--- config.mk ---
export PLATFORM = sky130hd
export DESIGN_NAME = bubsysrom_sram_arb_flat
export DESIGN_NICKNAME = d
export VERILOG_FILES = /design/src/rtl/bubsysrom_sram_arb_if.sv /design/src/rtl/bubsysrom_sram_arb.sv /design/src/flat_wrapper.sv
export SDC_FILE = /design/constraint.sdc
export NUM_CORES = 1
export LEC_CHECK = 0
export ABC_CLOCK_PERIOD_IN_PS = 2100
export BUFFER_PORTS_ARGS = -buffer_cell sky130_fd_sc_hd__buf_2
export CAP_MARGIN = 20
export CORE_MARGIN = 10
export CORE_UTILIZATION = 42
export DETAILED_ROUTE_END_ITERATION = 10
export PLACE_DENSITY = 0.74
export SYNTH_ARGS = -nofsm -noshare
export SYNTH_HDL_FRONTEND = slang
export SYNTH_SLANG_ARGS = --single-unit
--- constraint.sdc ---
create_clock -name i_MCLK -period 2.1 [get_ports i_MCLK]
set_input_delay 0.21 -clock i_MCLK [delete_from_list [all_inputs] [get_ports i_MCLK]]
set_output_delay 0.21 -clock i_MCLK [all_outputs]
set_load 0.02 [all_outputs]
--- src/rtl/bubsysrom_sram_arb_if.sv ---
// ---------------------------------------------------------------------------
// bubsysrom_sram_arb_if
//   Bundles the two requester ports, the SRAM command/data port and the busy
//   flag of bubsysrom_sram_arb. Signal names keep the legacy port names so
//   existing connection lists translate one-to-one.
//
//   Parameters : AW  SRAM address width
//                DW  SRAM data width
//   Modports   : slave   - the arbiter (consumes requests, drives SRAM command)
//                master  - the environment (requesters + SRAM device)
//
//   Requester n (n = 0/1):
//     i_REQn, i_WEn, i_ADDRn, i_DINn   request, 1=write, address, write data
//     o_ACKn                           one-cycle grant acknowledge
//     o_DOUTn, o_RVALIDn               read data (held), new-data pulse
//   SRAM side:
//     o_SRAM_ADDR, o_SRAM_DIN, o_SRAM_RD, o_SRAM_WR   registered command
//     i_SRAM_DOUT                                     read data, 1 cycle late
//   o_BUSY                             clear sweep in progress
// ---------------------------------------------------------------------------
interface bubsysrom_sram_arb_if #(
  parameter int AW = 10,
  parameter int DW = 8
) ();
  logic          i_REQ0;
  logic          i_REQ1;
  logic          i_WE0;
  logic          i_WE1;
  logic [AW-1:0] i_ADDR0;
  logic [AW-1:0] i_ADDR1;
  logic [DW-1:0] i_DIN0;
  logic [DW-1:0] i_DIN1;
  logic          o_ACK0;
  logic          o_ACK1;
  logic [DW-1:0] o_DOUT0;
  logic [DW-1:0] o_DOUT1;
  logic          o_RVALID0;
  logic          o_RVALID1;
  logic [AW-1:0] o_SRAM_ADDR;
  logic [DW-1:0] o_SRAM_DIN;
  logic          o_SRAM_RD;
  logic          o_SRAM_WR;
  logic [DW-1:0] i_SRAM_DOUT;
  logic          o_BUSY;

  modport slave (
    input  i_REQ0, i_REQ1, i_WE0, i_WE1, i_ADDR0, i_ADDR1, i_DIN0, i_DIN1,
    input  i_SRAM_DOUT,
    output o_ACK0, o_ACK1, o_DOUT0, o_DOUT1, o_RVALID0, o_RVALID1,
    output o_SRAM_ADDR, o_SRAM_DIN, o_SRAM_RD, o_SRAM_WR, o_BUSY
  );

  modport master (
    output i_REQ0, i_REQ1, i_WE0, i_WE1, i_ADDR0, i_ADDR1, i_DIN0, i_DIN1,
    output i_SRAM_DOUT,
    input  o_ACK0, o_ACK1, o_DOUT0, o_DOUT1, o_RVALID0, o_RVALID1,
    input  o_SRAM_ADDR, o_SRAM_DIN, o_SRAM_RD, o_SRAM_WR, o_BUSY
  );
endinterface

--- src/rtl/bubsysrom_sram_arb.sv ---
// ---------------------------------------------------------------------------
// bubsysrom_sram_arb
//   Two-requester round-robin arbiter in front of a single-port synchronous
//   SRAM. Each grant occupies two cycles (IDLE -> ISSUE -> IDLE), so grants
//   can land on edges k and k+2. A read granted at edge k is captured into
//   o_DOUTn at edge k+2 and flagged with a one-cycle o_RVALIDn pulse.
//
//   Ports:
//     i_MCLK   clock, everything on its rising edge
//     i_RST_n  synchronous active-low reset
//     bus      bubsysrom_sram_arb_if.slave (requesters, SRAM port, o_BUSY)
//
//   Build option:
//     SRAM_ARB_CLEAR_EN  when defined, every reset release is followed by a
//                        sweep writing 0 to all 2^AW locations (o_BUSY high,
//                        requests held off). Undefined: no sweep, o_BUSY = 0.
// ---------------------------------------------------------------------------
module bubsysrom_sram_arb #(
  parameter int AW = 10,
  parameter int DW = 8
) (
  input  logic                i_MCLK,
  input  logic                i_RST_n,
  bubsysrom_sram_arb_if.slave bus
);

  localparam logic [1:0] IDLE  = 2'd0;
  localparam logic [1:0] ISSUE = 2'd1;
`ifdef SRAM_ARB_CLEAR_EN
  localparam logic [1:0] CLEAR = 2'd2;
`endif

  logic [1:0]    state;
  logic          rr_pref;     // requester favoured on the next tie
  logic          ack0, ack1;
  logic          rvalid0, rvalid1;
  logic [DW-1:0] dout0, dout1;
  logic [AW-1:0] sram_addr;
  logic [DW-1:0] sram_din;
  logic          sram_rd, sram_wr;
  // Read in flight: set at the ISSUE->IDLE edge, SRAM data is captured on
  // the following edge. cap_who is only sampled at that capture edge, so a
  // new grant at the same edge may overwrite it safely.
  logic          cap_pend;
  logic          cap_who;

  logic          gnt_any;
  logic          gnt_sel;
  logic          gnt_we;
  logic [AW-1:0] gnt_addr;
  logic [DW-1:0] gnt_din;

  always_comb begin
    gnt_any = bus.i_REQ0 | bus.i_REQ1;
    if (bus.i_REQ0 && bus.i_REQ1) begin
      gnt_sel = rr_pref;
    end else begin
      gnt_sel = bus.i_REQ1;
    end
    gnt_we   = gnt_sel ? bus.i_WE1   : bus.i_WE0;
    gnt_addr = gnt_sel ? bus.i_ADDR1 : bus.i_ADDR0;
    gnt_din  = gnt_sel ? bus.i_DIN1  : bus.i_DIN0;
  end

`ifdef SRAM_ARB_CLEAR_EN
  logic clr_todo;             // sweep owed since the last reset
  logic busy;

  assign bus.o_BUSY = busy;
`else
  assign bus.o_BUSY = 1'b0;
`endif

  always_ff @(posedge i_MCLK) begin
    if (!i_RST_n) begin
      state     <= IDLE;
      rr_pref   <= 1'b0;
      ack0      <= 1'b0;
      ack1      <= 1'b0;
      rvalid0   <= 1'b0;
      rvalid1   <= 1'b0;
      dout0     <= '0;
      dout1     <= '0;
      sram_addr <= '0;
      sram_din  <= '0;
      sram_rd   <= 1'b0;
      sram_wr   <= 1'b0;
      cap_pend  <= 1'b0;
      cap_who   <= 1'b0;
`ifdef SRAM_ARB_CLEAR_EN
      clr_todo  <= 1'b1;
      busy      <= 1'b0;
`endif
    end else begin
      rvalid0  <= 1'b0;
      rvalid1  <= 1'b0;
      cap_pend <= 1'b0;

      if (cap_pend) begin
        if (cap_who) begin
          dout1   <= bus.i_SRAM_DOUT;
          rvalid1 <= 1'b1;
        end else begin
          dout0   <= bus.i_SRAM_DOUT;
          rvalid0 <= 1'b1;
        end
      end

      case (state)
        IDLE: begin
`ifdef SRAM_ARB_CLEAR_EN
          if (clr_todo) begin
            clr_todo  <= 1'b0;
            busy      <= 1'b1;
            state     <= CLEAR;
            sram_addr <= '0;
            sram_din  <= '0;
            sram_wr   <= 1'b1;
          end else
`endif
          if (gnt_any) begin
            state     <= ISSUE;
            rr_pref   <= ~gnt_sel;
            ack0      <= ~gnt_sel;
            ack1      <= gnt_sel;
            sram_addr <= gnt_addr;
            sram_din  <= gnt_din;
            sram_wr   <= gnt_we;
            sram_rd   <= ~gnt_we;
            cap_who   <= gnt_sel;
          end
        end
        ISSUE: begin
          state    <= IDLE;
          ack0     <= 1'b0;
          ack1     <= 1'b0;
          sram_rd  <= 1'b0;
          sram_wr  <= 1'b0;
          cap_pend <= sram_rd;
        end
`ifdef SRAM_ARB_CLEAR_EN
        CLEAR: begin
          if (sram_addr == '1) begin
            state   <= IDLE;
            sram_wr <= 1'b0;
            busy    <= 1'b0;
          end else begin
            sram_addr <= sram_addr + AW'(1);
          end
        end
`endif
        default: state <= IDLE;
      endcase
    end
  end

  assign bus.o_ACK0      = ack0;
  assign bus.o_ACK1      = ack1;
  assign bus.o_DOUT0     = dout0;
  assign bus.o_DOUT1     = dout1;
  assign bus.o_RVALID0   = rvalid0;
  assign bus.o_RVALID1   = rvalid1;
  assign bus.o_SRAM_ADDR = sram_addr;
  assign bus.o_SRAM_DIN  = sram_din;
  assign bus.o_SRAM_RD   = sram_rd;
  assign bus.o_SRAM_WR   = sram_wr;

endmodule

--- src/flat_wrapper.sv ---
// flat-port wrapper written by rule: the top's interface ports become plain ports
module bubsysrom_sram_arb_flat 
#(
  parameter int AW = 10,
  parameter int DW = 8
)
  (i_MCLK, i_RST_n, bus_i_REQ0, bus_i_REQ1, bus_i_WE0, bus_i_WE1, bus_i_ADDR0, bus_i_ADDR1, bus_i_DIN0, bus_i_DIN1, bus_i_SRAM_DOUT, bus_o_ACK0, bus_o_ACK1, bus_o_DOUT0, bus_o_DOUT1, bus_o_RVALID0, bus_o_RVALID1, bus_o_SRAM_ADDR, bus_o_SRAM_DIN, bus_o_SRAM_RD, bus_o_SRAM_WR, bus_o_BUSY);
  bubsysrom_sram_arb_if #(.AW(AW), .DW(DW)) bus_i ();
  input  logic i_MCLK;
  input  logic i_RST_n;
  input wire logic [$bits(bus_i.i_REQ0)-1:0] bus_i_REQ0;
  input wire logic [$bits(bus_i.i_REQ1)-1:0] bus_i_REQ1;
  input wire logic [$bits(bus_i.i_WE0)-1:0] bus_i_WE0;
  input wire logic [$bits(bus_i.i_WE1)-1:0] bus_i_WE1;
  input wire logic [$bits(bus_i.i_ADDR0)-1:0] bus_i_ADDR0;
  input wire logic [$bits(bus_i.i_ADDR1)-1:0] bus_i_ADDR1;
  input wire logic [$bits(bus_i.i_DIN0)-1:0] bus_i_DIN0;
  input wire logic [$bits(bus_i.i_DIN1)-1:0] bus_i_DIN1;
  input wire logic [$bits(bus_i.i_SRAM_DOUT)-1:0] bus_i_SRAM_DOUT;
  output wire logic [$bits(bus_i.o_ACK0)-1:0] bus_o_ACK0;
  output wire logic [$bits(bus_i.o_ACK1)-1:0] bus_o_ACK1;
  output wire logic [$bits(bus_i.o_DOUT0)-1:0] bus_o_DOUT0;
  output wire logic [$bits(bus_i.o_DOUT1)-1:0] bus_o_DOUT1;
  output wire logic [$bits(bus_i.o_RVALID0)-1:0] bus_o_RVALID0;
  output wire logic [$bits(bus_i.o_RVALID1)-1:0] bus_o_RVALID1;
  output wire logic [$bits(bus_i.o_SRAM_ADDR)-1:0] bus_o_SRAM_ADDR;
  output wire logic [$bits(bus_i.o_SRAM_DIN)-1:0] bus_o_SRAM_DIN;
  output wire logic [$bits(bus_i.o_SRAM_RD)-1:0] bus_o_SRAM_RD;
  output wire logic [$bits(bus_i.o_SRAM_WR)-1:0] bus_o_SRAM_WR;
  output wire logic [$bits(bus_i.o_BUSY)-1:0] bus_o_BUSY;
  assign bus_i.i_REQ0 = bus_i_REQ0;
  assign bus_i.i_REQ1 = bus_i_REQ1;
  assign bus_i.i_WE0 = bus_i_WE0;
  assign bus_i.i_WE1 = bus_i_WE1;
  assign bus_i.i_ADDR0 = bus_i_ADDR0;
  assign bus_i.i_ADDR1 = bus_i_ADDR1;
  assign bus_i.i_DIN0 = bus_i_DIN0;
  assign bus_i.i_DIN1 = bus_i_DIN1;
  assign bus_i.i_SRAM_DOUT = bus_i_SRAM_DOUT;
  assign bus_o_ACK0 = bus_i.o_ACK0;
  assign bus_o_ACK1 = bus_i.o_ACK1;
  assign bus_o_DOUT0 = bus_i.o_DOUT0;
  assign bus_o_DOUT1 = bus_i.o_DOUT1;
  assign bus_o_RVALID0 = bus_i.o_RVALID0;
  assign bus_o_RVALID1 = bus_i.o_RVALID1;
  assign bus_o_SRAM_ADDR = bus_i.o_SRAM_ADDR;
  assign bus_o_SRAM_DIN = bus_i.o_SRAM_DIN;
  assign bus_o_SRAM_RD = bus_i.o_SRAM_RD;
  assign bus_o_SRAM_WR = bus_i.o_SRAM_WR;
  assign bus_o_BUSY = bus_i.o_BUSY;
  bubsysrom_sram_arb #(.AW(AW), .DW(DW)) u_core (.i_MCLK(i_MCLK), .i_RST_n(i_RST_n), .bus(bus_i));
endmodule
==> results.md <==
* Layout cell share with drive strength beyond 1 at 34.8%
* Site row count at 24
* All-Layer GR Usage at 14.4%
* Hold Worst Slack at 0.169 ns
* Slew headroom at 47.5%
* DR iter-0 viols at 158
* Sequential cell fraction of total power at 42.8%
* Yosys cell types at 26
* P_sw at 540 uW
* Seq/Total Area, Yosys at 47.4%
* CTS tree: yes
* Largest stage delay, worst path at 0.60 ns
* Largest net degree at the start of global routing at 40
* Vias per cell at 5.38
* Clock root cell: clkbuf_8
* Pwr Density at 885 mW/mm^2
* Final Hold Violating Endpoints at 0
* Int Pwr at 1620 uW
* Syn. warnings at 0
* CP max stage cell: nand2b_1
* Pwr Total at 2160 uW
* DRT antenna net count at 0
* RSZ-0062 raised after global routing: no
* Slew @ Worst Pin at 0.787 ns
* Cell breakdown of the critical path: nand2b_1, nand2_1, o221a_1
* Buffers on Ports at 89
* Core ar. at 0.00432 mm^2
* Worst skew pair latency at 0.30 ns
* Dpl cells at 343
* Num CTS Buffers at 5
* Logic gate share of total power at 16.1%
* Multi-input logic area at 853 um^2
* Fin crit period at 1.53 ns
* Post-CTS Hold Fix Bufs at 0
* Fill count at 414
* Final cycle utilization of the critical path at 73.1%
* Worst setup margin at 0.566 ns
* Post-Syn Nets at 270
* Post-CTS Setup Bufs at 0
* Final slew viol count at 0
* NumNets Final at 348
* H-Tree Depth at 2
* Worst Setup Path Type: reg -> reg
* Switching Fraction at 25.0%
* Sequential cell area at 881 um^2
* Critical path fanouts, max at 20
* Crit end category: flip-flop
* Pre-CTS WS at 0.528 ns
* First-pass GRT wire length at 8930 um
* Wire per inst at 15.9 um
* Antenna violations before repair at 0
* Startpoint Class: flip-flop
* Worst Path Arrival at 1.73 ns
* Required time of the critical path at 2.29 ns
* Ant. Diodes at 0
* Clock skew at 0.00422 ns
* Vias in the first global route at 1914
* F_max at 0.652 GHz
* Grt ovf at 0
* Final wirelength at 5580 um
* Mapped Cells at 220
* RePlAce Congestion at 0.839
* Residual DRC at 0
* P_leak at 0.00115 uW
* Peak VDD IR at 0.500 mV
* Die Y at 86.5 um
* Hpwl dp at 4130 um
* Non-filler cells, final at 351
* Syn Area/Cell at 8.45 um^2
* Initial Util at 43.0%
* Crit-path leading delay family: simple AND/OR/NAND/NOR gates
* Clk sinks at 44
* #FFs+latches synth at 44
* HP Class: in -> reg
* Final setup violation count at 0
* Status: completed
* Setup TNS at 0 ns
* Longest Clk Path Bufs at 2
* Area of the die at 0.00749 mm^2
* Mapped Area at 0.00186 mm^2
* Max-Cap Viols at 0
* Area delta synth->final at 31.3%
* Post_cts resized at 0
* # IOs at 91
* Vias at 1889
* Clk slew on worst S/H paths at 0.08 ns
* Worst path bufs/invs at 0
* First-pass detailed-route iteration total at 5
* Die width at 86.5 um
* Clock share of power at 41.0%
[routing by layer]
layer	track usage [%]	routed length, um	up-vias
met5	0	0	-
met4	4.42	87	0
met3	7.41	567	9
met2	22.3	2530	79
met1	16.9	2390	874
li1	-	-	927
[worst min-delay path, cell delays in order]
cell and delay [ns]:
buf_2 0.11, nand2_1 0.05, a21boi_0 0.06
[cells in the final DEF (no fill, tap or decap), drive strengths merged]
| cell type | n |
|---|---|
| nor2 | 2 |
| o21ai | 18 |
| a22oi | 18 |
| conb | 1 |
| a31oi | 18 |
| bufinv | 3 |
| nand2 | 48 |
| nand3 | 9 |
| inv | 2 |
| nor3 | 1 |
| o211a | 1 |
| dfxtp | 44 |
| or3 | 1 |
| buf | 93 |
| nand2b | 5 |
| a21boi | 17 |
| nor2b | 2 |
| clkbuf | 5 |
| o221a | 1 |
| and2 | 1 |
| o21bai | 2 |
| and3 | 3 |
| a21oi | 4 |
[kinds of logic after synthesis]
kind of cell	Yosys count	synth area share, %
compound gates	79	28.5
other cells	1	0.202
buf+inv	24	6.73
simple gates	72	17.2
flops	44	47.4
[cell type report]
class                           count  share of cell area [%]
Sequential cell                    44                    36.1
Tap cell                           52                    2.67
Multi-Input combinational cell    152                    35.0
Inverter                            2                   0.308
Timing Repair Buffer               93                    19.5
Clock inverter                      3                    3.69
Clock buffer                        5                    2.82
[per-stage QoR]
step / cell area [um^2] / util, %
global placement: 2280 / 52.8
floorplan: 1860 / -
global route: 2440 / 56.5
finish: 2440 / 56.5
detailed placement: 2280 / 52.8
CTS: 2440 / 56.5
[cells in the mapped netlist]
cell type,number,share of area [%]
o211a_1,1,0.54
clkbuf_1,12,2.4
o21bai_2,2,1.2
nor3_1,1,0.27
buf_4,4,1.6
dfxtp_1,44,47
a21oi_1,4,1.1
inv_1,2,0.40
nor2_1,2,0.40
and3_1,3,1.0
conb_1,1,0.20
a31oi_1,18,6.1
buf_2,4,1.1
a22oi_1,18,7.3
and2_1,1,0.34
or3_1,1,0.34
nor2b_4,1,0.74
o21ai_0,18,4.8
a21boi_1,1,0.40
nor2b_1,1,0.34
nand2_1,48,9.7
nand3_1,9,2.4
a21boi_0,16,6.5
buf_6,2,1.2
nand2b_1,5,1.7
o221a_1,1,0.61
[power by group through the flow]
stage | Clock (uW) | Combinational (uW) | Sequential [uW]
after floorplan | 0 | 162 | 1000
after global placement | 0 | 345 | 943
after detailed placement | 0 | 349 | 943
after CTS | 908 | 350 | 925
after global routing | 952 | 379 | 932
final | 886 | 348 | 925
[worst paths after layout]
check / cells after the start / slack, ns / startpoint / end
worst min-delay path: 3 / 0.17 / bus_i_SRAM_DOUT[0] / u_core.bus.o_DOUT0[0]
worst max-delay path: 3 / 0.57 / u_core.rr_pref / u_core.bus.o_SRAM_WR
worst min register to register: 2 / 0.45 / u_core.bus.o_SRAM_DIN[7] / u_core.bus.o_SRAM_DIN[7]
worst max register to register: 3 / 0.57 / u_core.rr_pref / u_core.bus.o_SRAM_WR
[registers in the layout (all words and copies together) (netlist names), 8 cells and up]
name and cells:
u_core.bus.o_SRAM_ADDR 10, u_core.bus.o_DOUT0 8, u_core.bus.o_DOUT1 8, u_core.bus.o_SRAM_DIN 8
(Power assumes the default switching activity.)
